===== src/rtl/ram_port_arbiter.sv =====
// ram_port_arbiter
// ----------------
// Two-requester round-robin arbiter in front of a single-port data RAM.
// Port 0 is the CPU load/store path. Port 1 is a secondary master, such as a
// loader or a debug/DMA engine. Each transaction is accepted with a one-cycle
// gnt pulse. The arbiter then drives one RAM access cycle. For a read, it waits
// out the RAM read latency, captures the data into that port's rdata register
// and pulses that port's rvalid. Every output comes straight from a register.
//
// Ports:
//   clk_main, reset              clock (rising edge), async active-high reset
//   reqN, weN, addrN, wdataN     requester N command, held stable until gntN
//   gntN                         one-cycle pulse: request N accepted
//   rvalidN, rdataN              one-cycle read-valid pulse, held read data
//   ram_en, ram_we               RAM enable / write enable (ACCESS cycle only)
//   ram_addr, ram_wdata          RAM address / write data (hold last value)
//   ram_rdata                    RAM read data, valid READ_LAT cycles after en
//   busy                         high whenever the arbiter is not idle

module ram_port_arbiter #(
  parameter int ADDR_W   = 6,
  parameter int DATA_W   = 16,
  parameter int READ_LAT = 1
) (
  input  logic              clk_main,
  input  logic              reset,
  input  logic              req0,
  input  logic              we0,
  input  logic [ADDR_W-1:0] addr0,
  input  logic [DATA_W-1:0] wdata0,
  output logic              gnt0,
  output logic              rvalid0,
  output logic [DATA_W-1:0] rdata0,
  input  logic              req1,
  input  logic              we1,
  input  logic [ADDR_W-1:0] addr1,
  input  logic [DATA_W-1:0] wdata1,
  output logic              gnt1,
  output logic              rvalid1,
  output logic [DATA_W-1:0] rdata1,
  output logic              ram_en,
  output logic              ram_we,
  output logic [ADDR_W-1:0] ram_addr,
  output logic [DATA_W-1:0] ram_wdata,
  input  logic [DATA_W-1:0] ram_rdata,
  output logic              busy
);

  typedef enum logic [1:0] {
    S_IDLE    = 2'd0,
    S_ACCESS  = 2'd1,
    S_WAIT    = 2'd2,
    S_CAPTURE = 2'd3
  } state_t;

  // WAIT lasts READ_LAT-1 cycles. The counter is loaded with one less than
  // that, so the WAIT state exits when the counter reaches zero.
  localparam logic [1:0] WAIT_INIT = (READ_LAT > 1) ? 2'(READ_LAT - 2) : 2'd0;

  state_t              r_state;
  logic                r_last;      // last port served: 1'b0 = port 0, 1'b1 = port 1
  logic                r_op_we;     // the accepted transaction is a write
  logic [1:0]          r_cnt;
  logic                r_gnt0;
  logic                r_gnt1;
  logic                r_rvalid0;
  logic                r_rvalid1;
  logic [DATA_W-1:0]   r_rdata0;
  logic [DATA_W-1:0]   r_rdata1;
  logic                r_ram_en;
  logic                r_ram_we;
  logic [ADDR_W-1:0]   r_ram_addr;
  logic [DATA_W-1:0]   r_ram_wdata;
  logic                r_busy;

  logic                w_any;
  logic                w_win1;
  logic                w_sel_we;
  logic [ADDR_W-1:0]   w_sel_addr;
  logic [DATA_W-1:0]   w_sel_wdata;

  // Port 1 wins when it is the only requester. It also wins a tie when
  // port 0 was the last port served.
  assign w_any       = req0 | req1;
  assign w_win1      = req1 & (~req0 | ~r_last);
  assign w_sel_we    = w_win1 ? we1    : we0;
  assign w_sel_addr  = w_win1 ? addr1  : addr0;
  assign w_sel_wdata = w_win1 ? wdata1 : wdata0;

  // Arbitration FSM. All outputs are updated in this block.
  always_ff @(posedge clk_main or posedge reset) begin
    if (reset) begin
      r_state     <= S_IDLE;
      r_last      <= 1'b1;
      r_op_we     <= 1'b0;
      r_cnt       <= 2'd0;
      r_gnt0      <= 1'b0;
      r_gnt1      <= 1'b0;
      r_rvalid0   <= 1'b0;
      r_rvalid1   <= 1'b0;
      r_rdata0    <= {DATA_W{1'b0}};
      r_rdata1    <= {DATA_W{1'b0}};
      r_ram_en    <= 1'b0;
      r_ram_we    <= 1'b0;
      r_ram_addr  <= {ADDR_W{1'b0}};
      r_ram_wdata <= {DATA_W{1'b0}};
      r_busy      <= 1'b0;
    end else begin
      // Pulse outputs and the RAM strobes return to 0 unless a state sets them.
      r_gnt0    <= 1'b0;
      r_gnt1    <= 1'b0;
      r_rvalid0 <= 1'b0;
      r_rvalid1 <= 1'b0;
      r_ram_en  <= 1'b0;
      r_ram_we  <= 1'b0;
      case (r_state)
        S_IDLE: begin
          if (w_any) begin
            r_last      <= w_win1;
            r_op_we     <= w_sel_we;
            r_ram_en    <= 1'b1;
            r_ram_we    <= w_sel_we;
            r_ram_addr  <= w_sel_addr;
            r_ram_wdata <= w_sel_wdata;
            r_gnt0      <= ~w_win1;
            r_gnt1      <= w_win1;
            r_busy      <= 1'b1;
            r_state     <= S_ACCESS;
          end else begin
            r_busy  <= 1'b0;
            r_state <= S_IDLE;
          end
        end
        S_ACCESS: begin
          if (r_op_we) begin
            r_busy  <= 1'b0;
            r_state <= S_IDLE;
          end else if (READ_LAT > 1) begin
            r_cnt   <= WAIT_INIT;
            r_state <= S_WAIT;
          end else begin
            r_state <= S_CAPTURE;
          end
        end
        S_WAIT: begin
          if (r_cnt == 2'd0) begin
            r_state <= S_CAPTURE;
          end else begin
            r_cnt <= r_cnt - 2'd1;
          end
        end
        S_CAPTURE: begin
          // r_last still identifies the port that owns this read.
          if (r_last) begin
            r_rdata1  <= ram_rdata;
            r_rvalid1 <= 1'b1;
          end else begin
            r_rdata0  <= ram_rdata;
            r_rvalid0 <= 1'b1;
          end
          r_busy  <= 1'b0;
          r_state <= S_IDLE;
        end
        default: begin
          r_busy  <= 1'b0;
          r_state <= S_IDLE;
        end
      endcase
    end
  end

  assign gnt0      = r_gnt0;
  assign gnt1      = r_gnt1;
  assign rvalid0   = r_rvalid0;
  assign rvalid1   = r_rvalid1;
  assign rdata0    = r_rdata0;
  assign rdata1    = r_rdata1;
  assign ram_en    = r_ram_en;
  assign ram_we    = r_ram_we;
  assign ram_addr  = r_ram_addr;
  assign ram_wdata = r_ram_wdata;
  assign busy      = r_busy;

endmodule


===== config.mk =====
export PLATFORM = sky130hd
export DESIGN_NAME = ram_port_arbiter
export DESIGN_NICKNAME = d
export VERILOG_FILES = /design/src/rtl/ram_port_arbiter.sv
export SDC_FILE = /design/constraint.sdc
export NUM_CORES = 1
export LEC_CHECK = 0
export CAP_MARGIN = 20
export CORE_ASPECT_RATIO = 0.75
export CORE_UTILIZATION = 42
export CTS_BUF_LIST = sky130_fd_sc_hd__clkbuf_8
export DETAILED_ROUTE_END_ITERATION = 8
export PLACE_DENSITY = 0.82
export SYNTH_ARGS = -nofsm -noshare
export SYNTH_HDL_FRONTEND = slang
export SYNTH_SLANG_ARGS = --single-unit

===== constraint.sdc =====
create_clock -name clk_main -period 4.71 [get_ports clk_main]
set_input_delay 1.413 -clock clk_main [delete_from_list [all_inputs] [get_ports clk_main]]
set_output_delay 1.413 -clock clk_main [all_outputs]
set_load 0.02 [all_outputs]

==> results of run 1 <==
per-layer routing:
metal | GRT usage | share of wire
met1 | 0.227 | 0.45
met2 | 0.288 | 0.47
met3 | 0.0757 | 0.074
met4 | 0.0547 | 0.0083
met5 | 0 | 0
stage by stage:
step	area (µm²)	total power, W	utilization
after CTS	4350	0.00296	0.678
final	4350	0.00292	0.678
after global placement	4150	0.00243	0.647
after global routing	4350	0.00308	0.678
after floorplan	2840	0.00180	-
after detailed placement	4150	0.00247	0.647
cell type report:
type                            instances  area [µm²]  share of cell area
Clock inverter                          2        35.0             0.00806
Clock buffer                           12         165              0.0380
Tap cell                               81         101              0.0233
Timing Repair Buffer                  128        1280               0.294
Sequential cell                        67        1680               0.386
Inverter                                8        30.0             0.00691
Multi-Input combinational cell         98        1060               0.244
flip-flops by register name, indices dropped and copies added (netlist names):
register,flops
busy,1
gnt0,1
gnt1,1
r_cnt,2
r_last,1
r_op_we,1
r_state,2
ram_addr,6
ram_en,1
ram_wdata,16
ram_we,1
rdata0,16
rdata1,16
rvalid0,1
rvalid1,1
cells by family after synthesis:
| family | after synthesis |
|---|---|
| compound gates | 8 |
| fa+ha+maj | 1 |
| flops | 67 |
| mux | 78 |
| simple gates | 10 |
| xor+xnor | 1 |
| buf+inv | 17 |
worst max path at each step:
stage / start / to / slack (ns) / cells after the start
2_1_floorplan: reset / busy$_DFFE_PP0P_ / 1.62 / 1
3_3_place_gp: req1 / ram_addr[0]$_DFFE_PP0P_ / 1.16 / 5
3_5_place_dp: req0 / ram_addr[0]$_DFFE_PP0P_ / 1.10 / 5
4_1_cts: req0 / ram_addr[2]$_DFFE_PP0P_ / 1.47 / 5
5_1_grt: req1 / ram_addr[3]$_DFFE_PP0P_ / 1.40 / 5
6_report: req0 / ram_addr[0]$_DFFE_PP0P_ / 1.47 / 5
power breakdown:
| part | switching (W) | internal, W |
|---|---|---|
| Sequential | 0.000145 | 0.000858 |
| Clock | 0.000196 | 0.000281 |
| Combinational | 0.000648 | 0.000792 |
| Total | 0.000989 | 0.00193 |
critical path: cells and delay by family:
family | cells | cell delay [ns]
buffers and inverters | 2 | 0.88
muxes | 2 | 0.61
AOI/OAI and AO/OA | 1 | 0.55
cell usage after synthesis:
cell       n
xnor2_1    1
nor3_1     1
a31oi_1    1
nand3_1    1
dfstp_2    1
a21bo_1    1
a21oi_1    4
buf_6      3
nor2b_1    1
dfrtp_1   66
and2_1     1
ha_1       1
buf_2      4
o21ai_1    1
nand3b_1   1
buf_4      2
mux2_4    17
a21o_1     1
nor2_1     4
nor3b_1    1
inv_1      7
inv_2      1
mux2i_1    2
mux2_2    59
cells in the final DEF (no fill, tap or decap):
cell,n
dfrtp_1,66
mux2i_1,2
nand3_1,1
inv_1,6
nand3b_1,1
and2_1,1
clkdlybuf4s50_1,126
clkinv_2,1
o21ai_1,1
a21o_1,1
buf_4,2
a21bo_1,1
inv_2,2
mux2_2,59
nor2_1,4
nor2b_1,1
a21oi_1,4
bufinv_16,1
clkbuf_8,12
xnor2_1,1
ha_1,1
nor3_1,1
mux2_4,17
nor3b_1,1
dfstp_2,1
a31oi_1,1
==> results_dict.tcl, run 1 <==
set metrics [dict create \
    status "finished clean" \
    synth_area_leaders "dfrtp_1 (58%), mux2_2 (23%), mux2_4 (9.0%), buf_6 (1.2%), dfstp_2 (0.93%)" \
    synth_area_per_cell_um2 15.6 \
    max_freq_mhz 308 \
    grt-ovfl-total 0 \
    synth_top_cell_by_area "dfrtp_1" \
    worst_ep_required_time_ns 4.93 \
    die_x_um 96.9 \
    synthAdderAreaFrac 0.00441 \
    synth_xor_area_frac 0.00309 \
    antenna_found_initial 0 \
    place.port_buffers 126 \
    slowest_delay_ns 0.55 \
    routed-via-count 1919 \
    drt_pass1_iterations 4 \
    max_cap_violations 0 \
    cts_root_buf "clkbuf_8" \
    diodes 0 \
    crit_chain "clkdlybuf4s50_1 -> a21bo_1 -> buf_4 -> mux2_2 -> mux2_2" \
    synth_compound_area_frac 0.0172 \
    critPathMaxFanout 14 \
    detail_route.wl_per_cell_um 15.5 \
    rrSetupSlack_ns 2.50 \
    crit_type "input port to register" \
    rr_endpoint "ram_addr[0]$_DFFE_PP0P_" \
    worstMarginPinSlew_ns 0.930 \
    holdCritPathClass "register to register" \
    peakVddDrop_v 0.000357 \
    slowest_stage "a21bo_1" \
    min_period_ns 3.24 \
    ys_seq_area_frac 0.591 \
    final_nets 379 \
    cts_buffers 9 \
    drive_above_1_share 0.302 \
    cts_setup_buffers 0 \
    start_kind "input port" \
    min_to "busy$_DFFE_PP0P_" \
    grt_usage 0.181 \
    powerDensity_nw_per_um2 672 \
    fp-row-count 25 \
    p_leak_nw 1.89 \
    clockBufferDepth 2 \
    holdPathStages 1 \
    maxSlewHeadroom 0.378 \
    grt_max_degree 36 \
    syn_area_um2 2840 \
    syn_to_final_growth_pct 53.2 \
    r2r-start "r_last$_DFFE_PP1P_" \
    clk_pin_slew_worst_paths_ns 0.06 \
    worstSkewPairLatency_ns 0.33 \
    place_inst 382 \
    io_pins 127 \
    ys_types 24 \
    cts_num_sinks 67 \
    worstRegToRegCells 4 \
    final-setup-viol-count 0 \
    period_share 0.689 \
    cts_tree "built" \
    n_fill_cell 492 \
    synthSimpleGateAreaFrac 0.0185 \
    core_area_um2 6410 \
    cts_resized 0 \
    tns_ns 0 \
    die_y_um 73.2 \
    drt-total-wl_um 6150 \
    hold_path_startpoint "busy$_DFFE_PP0P_" \
    synthCells 182 \
    cp_data_arrival_time_ns 3.46 \
    dieArea_um2 7100 \
    finClkSkew_ns 0.00734 \
    drv_slew 0 \
    end_kind "register" \
    grt_pass1_wl_um 9770 \
    drt_iter0_markers 54 \
    cts_hold_buf 0 \
    fin_hold_ws_ns 0.483 \
    htreeDepth 3 \
    synth_top_area_share 0.582 \
    synthMuxAreaShare 0.331 \
    mappedNetlistNets 249 \
    cp_common_cell "mux2_2" \
    grt_pass1_vias 2001 \
    drc 0 \
    stdcell_count 396 \
    start_util 0.443 \
    gp_congestion 0.699 \
    synth_seq_cells 67 \
    ant_nets 0 \
    dpl.hpwl_um 4520 \
    synth_warnings 0 \
    fin_ws_ns 1.47 \
    rsz0062_at_grt "no" \
    synth_top_family_by_area "multiplexers" \
    drt-vias-per-instance 4.85 \
    place_ws_ns 1.10 \
    final-hold-violation-count 0 \
]
(Power assumes the default switching activity.)
==> run 2: changes to the inputs <==
==> constraint.sdc (replaced) <==
create_clock -name clk_main -period 3 [get_ports clk_main]
set_input_delay 0.9 -clock clk_main [delete_from_list [all_inputs] [get_ports clk_main]]
set_output_delay 0.9 -clock clk_main [all_outputs]
set_load 0.02 [all_outputs]
==> results_dict.tcl, run 2 (synthesis results as in run 1) <==
set metrics [dict create \
    status "finished clean" \
    grt-ovfl-total 0 \
    p_sw_frac 0.331 \
    drt-vias-per-instance 4.73 \
    mostFrequentLayoutCell "clkdlybuf4s50_1" \
    min_period_ns 2.23 \
    grt_pass1_vias 1986 \
    drt_iter0_markers 61 \
    worst_ep_required_time_ns 2.10 \
    cts_root_buf "clkbuf_8" \
    place_ws_ns 0.417 \
    drive_above_1_share 0.310 \
    tns_ns 0 \
    met3WireLength_um 408 \
    cts_resized 0 \
    slowest_delay_ns 0.64 \
    drt-total-wl_um 5960 \
    syn_to_final_growth_pct 55.9 \
    max_freq_mhz 448 \
    maxSlewHeadroom 0.379 \
    drv_slew 0 \
    worstMarginPinSlew_ns 0.928 \
    routed-via-count 1891 \
    dieArea_um2 7100 \
    grt_max_degree 68 \
    peakVddDrop_v 0.000581 \
    cp_data_arrival_time_ns 1.33 \
    holdCritPathClass "register to register" \
    critPathMaxFanout 2 \
    place.port_buffers 126 \
    rrSetupSlack_ns 1.20 \
    n_fill_cell 489 \
    start_kind "register" \
    cts_setup_buffers 0 \
    fin_ws_ns 0.770 \
    comb_power_share 0.476 \
    die_y_um 73.2 \
    start_util 0.443 \
    finClkSkew_ns 0.00712 \
    max_cap_violations 0 \
    crit_type "register to output port" \
    gp_congestion 0.710 \
    cts_tree "built" \
    period_share 0.743 \
    final-setup-viol-count 0 \
    wl_met2_um 2810 \
    antenna_found_initial 0 \
    grt_usage 0.183 \
    drt_pass1_iterations 5 \
    internal_power_w 0.00317 \
    rsz0062_at_grt "no" \
    fin_area_um2 4430 \
    cts_hold_buf 0 \
    core_area_um2 6410 \
    io_pins 127 \
    htreeDepth 3 \
    p_clk_frac 0.191 \
    grt_pass1_wl_um 9890 \
    worst-path-buf-inv 1 \
    slowest_stage "clkdlybuf4s50_1" \
    p_sw_w 0.00157 \
    powerDensity_nw_per_um2 1070 \
    detail_route.wl_per_cell_um 14.9 \
    share_seq_of_total_power 0.333 \
    clockBufferDepth 2 \
    clk_pin_slew_worst_paths_ns 0.07 \
    ant_nets 0 \
    final-hold-violation-count 0 \
    cp_top_family "buffers and inverters" \
    p_leak_nw 1.93 \
    cts_num_sinks 67 \
    die_x_um 96.9 \
    fp-row-count 25 \
    crit_chain "clkdlybuf4s50_1" \
    end_kind "output port" \
    wl_met1_um 2690 \
    final_nets 381 \
    worstSkewPairLatency_ns 0.33 \
    final_cell_mix "clkdlybuf4s50_1 (126), dfrtp_1 (66), mux2_2 (59), mux2_4 (17), clkbuf_8 (10)" \
    dpl.hpwl_um 4210 \
    topRoutingLayerUsed "met4" \
    placed_cell_area_um2 4180 \
    cts_buffers 9 \
    diodes 0 \
    drc 0 \
]
==> run 2: cell count changes in the layout (fill, tap and decap cells not counted) <==
cell	before	now
bufinv_16	1	3
buf_4	2	3
clkbuf_8	12	10
clkinv_4	0	2
buf_12	0	1
==> run 2: final timing paths <==
| path | start | end | cells after the start |
|---|---|---|---|
| min in group asynchronous | reset | rdata1[5]$_DFFE_PP0P_ | 3 |
| hold / removal | busy$_DFFE_PP0P_ | busy$_DFFE_PP0P_ | 1 |
| max in group asynchronous | reset | r_last$_DFFE_PP1P_ | 3 |
| setup reg to reg | r_last$_DFFE_PP1P_ | rdata0[15]$_DFFE_PP0P_ | 2 |
| hold reg to reg | busy$_DFFE_PP0P_ | busy$_DFFE_PP0P_ | 1 |
| setup / recovery | rdata0[9]$_DFFE_PP0P_ | rdata0[9] | 1 |
==> run 2: cell type report <==
cell class / instances / area [µm²] / share of cell area
inverters: 8 / 30.0 / 0.00679
well taps: 81 / 101 / 0.0229
repair buffers: 130 / 1300 / 0.295
clock buffers: 10 / 138 / 0.0311
flip-flops and latches: 67 / 1680 / 0.379
clock inverters: 6 / 113 / 0.0254
multi-input cells: 98 / 1060 / 0.240
==> run 2: metrics by stage <==
stage / power (W) / instances / util / hold WS [ns]
3_5_place_dp: 0.00387 / 384 / 0.651 / 0.466
3_3_place_gp: 0.00382 / 384 / 0.651 / 0.466
2_1_floorplan: 0.00283 / 182 / - / 0.494
6_report: 0.00474 / 400 / 0.690 / 0.486
5_1_grt: 0.00501 / 400 / 0.690 / 0.511
4_1_cts: 0.00481 / 400 / 0.690 / 0.493
==> run 2: per-layer routing <==
metal | global-route usage | up-vias
li1 | - | 902
met5 | 0 | -
met2 | 0.282 | 77
met3 | 0.0718 | 5
met1 | 0.236 | 907
met4 | 0.0647 | 0
==> run 2: power by group through the flow <==
stage               Combinational [W]  Sequential [W]  Clock (W)
finish                        0.00226         0.00158   0.000905
global route                  0.00239         0.00164   0.000979
CTS                           0.00229         0.00158   0.000934
detailed placement            0.00228         0.00159          0
global placement              0.00225         0.00158          0
floorplan                    0.000764         0.00206          0
==> run 3: changes to the inputs <==
==> constraint.sdc (replaced) <==
create_clock -name clk_main -period 2.2 [get_ports clk_main]
set_input_delay 0.66 -clock clk_main [delete_from_list [all_inputs] [get_ports clk_main]]
set_output_delay 0.66 -clock clk_main [all_outputs]
set_load 0.02 [all_outputs]
==> results_dict.tcl, run 3 (synthesis results as in run 1) <==
set metrics [dict create \
    powerDensity_nw_per_um2 1430 \
    crit_chain "clkdlybuf4s50_1" \
    cp_data_arrival_time_ns 1.32 \
    final_nets 389 \
    start_util 0.443 \
    grt_pass1_wl_um 10200 \
    slowest_stage "clkdlybuf4s50_1" \
    grt_max_degree 68 \
    cts_resized 0 \
    place_inst 392 \
    drt_pass1_iterations 4 \
    cts_tree "built" \
    stdcell_count 408 \
    ant_nets 0 \
    drive_above_1_share 0.327 \
    diodes 0 \
    clockBufferDepth 2 \
    finClkSkew_ns 0.00668 \
    max_freq_mhz 506 \
    io_pins 127 \
    cts_buffers 9 \
    max_cap_violations 0 \
    peakVddDrop_v 0.000650 \
    slowest_delay_ns 0.62 \
    routed-via-count 1934 \
    gp_congestion 0.714 \
    drt_iter0_markers 37 \
    syn_to_final_growth_pct 56.8 \
    worst_ep_required_time_ns 1.54 \
    dpl.hpwl_um 4620 \
    final-setup-viol-count 0 \
    final_cell_mix "clkdlybuf4s50_1 (126), dfrtp_1 (66), mux2_2 (59), mux2_4 (17)" \
    drv_slew 0 \
    worst-path-buf-inv 1 \
    status "finished clean" \
    start_kind "register" \
    end_kind "output port" \
    maxSlewHeadroom 0.682 \
    rsz0062_at_grt "no" \
    mostFrequentLayoutCell "clkdlybuf4s50_1" \
    drt-total-wl_um 6230 \
    fin_hold_ws_ns 0.479 \
    grt_pass1_vias 2068 \
    final-hold-violation-count 0 \
    htreeDepth 3 \
    detail_route.wl_per_cell_um 15.3 \
    power.total_w 0.00635 \
    cp_top_family "buffers and inverters" \
    place.port_buffers 126 \
    grt_usage 0.190 \
    clk_pin_slew_worst_paths_ns 0.07 \
    drc 0 \
    tns_ns 0 \
    cts_root_buf "clkbuf_8" \
    fin_area_um2 4450 \
    placed_cell_area_um2 4240 \
    cts_num_sinks 67 \
    worstSkewPairLatency_ns 0.33 \
    cts_hold_buf 0 \
    core_area_um2 6410 \
    grt-ovfl-total 0 \
    dieArea_um2 7100 \
    cts_setup_buffers 0 \
    die_x_um 96.9 \
    antenna_found_initial 0 \
    drt-vias-per-instance 4.74 \
    worstMarginPinSlew_ns 0.477 \
    crit_type "register to output port" \
    n_fill_cell 465 \
    period_share 0.898 \
    min_period_ns 1.98 \
    critPathMaxFanout 2 \
    fp-row-count 25 \
    die_y_um 73.2 \
    holdCritPathClass "register to register" \
    p_leak_nw 1.94 \
]
[run 3: changes by cell type in the layout (fill, tap and decap cells not counted), sizes merged]
cell      previous run  this run
clkinv               3         2
clkinvlp             0         2
clkbuf              10        11
bufinv               3         1
buf                  4        12
[run 3: stage by stage]
| stage | util | worst slack [ns] |
|---|---|---|
| CTS | 0.694 | 0.191 |
| finish | 0.694 | 0.224 |
| floorplan | - | 0.421 |
| global route | 0.694 | 0.139 |
| detailed placement | 0.661 | -0.0509 |
| global placement | 0.661 | -0.0225 |
[run 3: path summary, 6_finish.rpt]
check                                          from                 endpoint  slack [ns]  depth (start not counted)
max                        ram_wdata[0]$_DFFE_PP0P_             ram_wdata[0]        0.22                          1
min                                busy$_DFFE_PP0P_         busy$_DFFE_PP0P_        0.48                          1
max reg2reg                      r_last$_DFFE_PP1P_  ram_addr[2]$_DFFE_PP0P_        0.55                          4
min reg2reg                        busy$_DFFE_PP0P_         busy$_DFFE_PP0P_        0.48                          1
max in group asynchronous                     reset       r_last$_DFFE_PP1P_        1.10                          3
min in group asynchronous                     reset   rdata1[12]$_DFFE_PP0P_        0.76                          3
[run 3: cell type report]
class | instances | area [µm²] | share of cell area
flip-flops and latches | 67 | 1680 | 0.377
repair buffers | 138 | 1360 | 0.306
multi-input cells | 98 | 1060 | 0.239
clock buffers | 11 | 151 | 0.0340
well taps | 81 | 101 | 0.0228
clock inverters | 5 | 60.1 | 0.0135
inverters | 8 | 33.8 | 0.00759
[run 3: where the power goes]
part / internal (W) / switching, W / leakage [nW]
registers: 0.00184 / 0.000311 / 0.798
clock network: 0.000589 / 0.000460 / 0.106
logic: 0.00176 / 0.00140 / 1.04
total: 0.00418 / 0.00217 / 1.94
[run 3: routing by layer]
| layer | vias to the layer above | global-route usage | share of wire |
|---|---|---|---|
| met4 | 0 | 0.0448 | 0.0061 |
| met3 | 4 | 0.0939 | 0.069 |
| met1 | 935 | 0.232 | 0.45 |
| met2 | 80 | 0.304 | 0.48 |
| li1 | 915 | - | - |
| met5 | - | 0 | 0 |
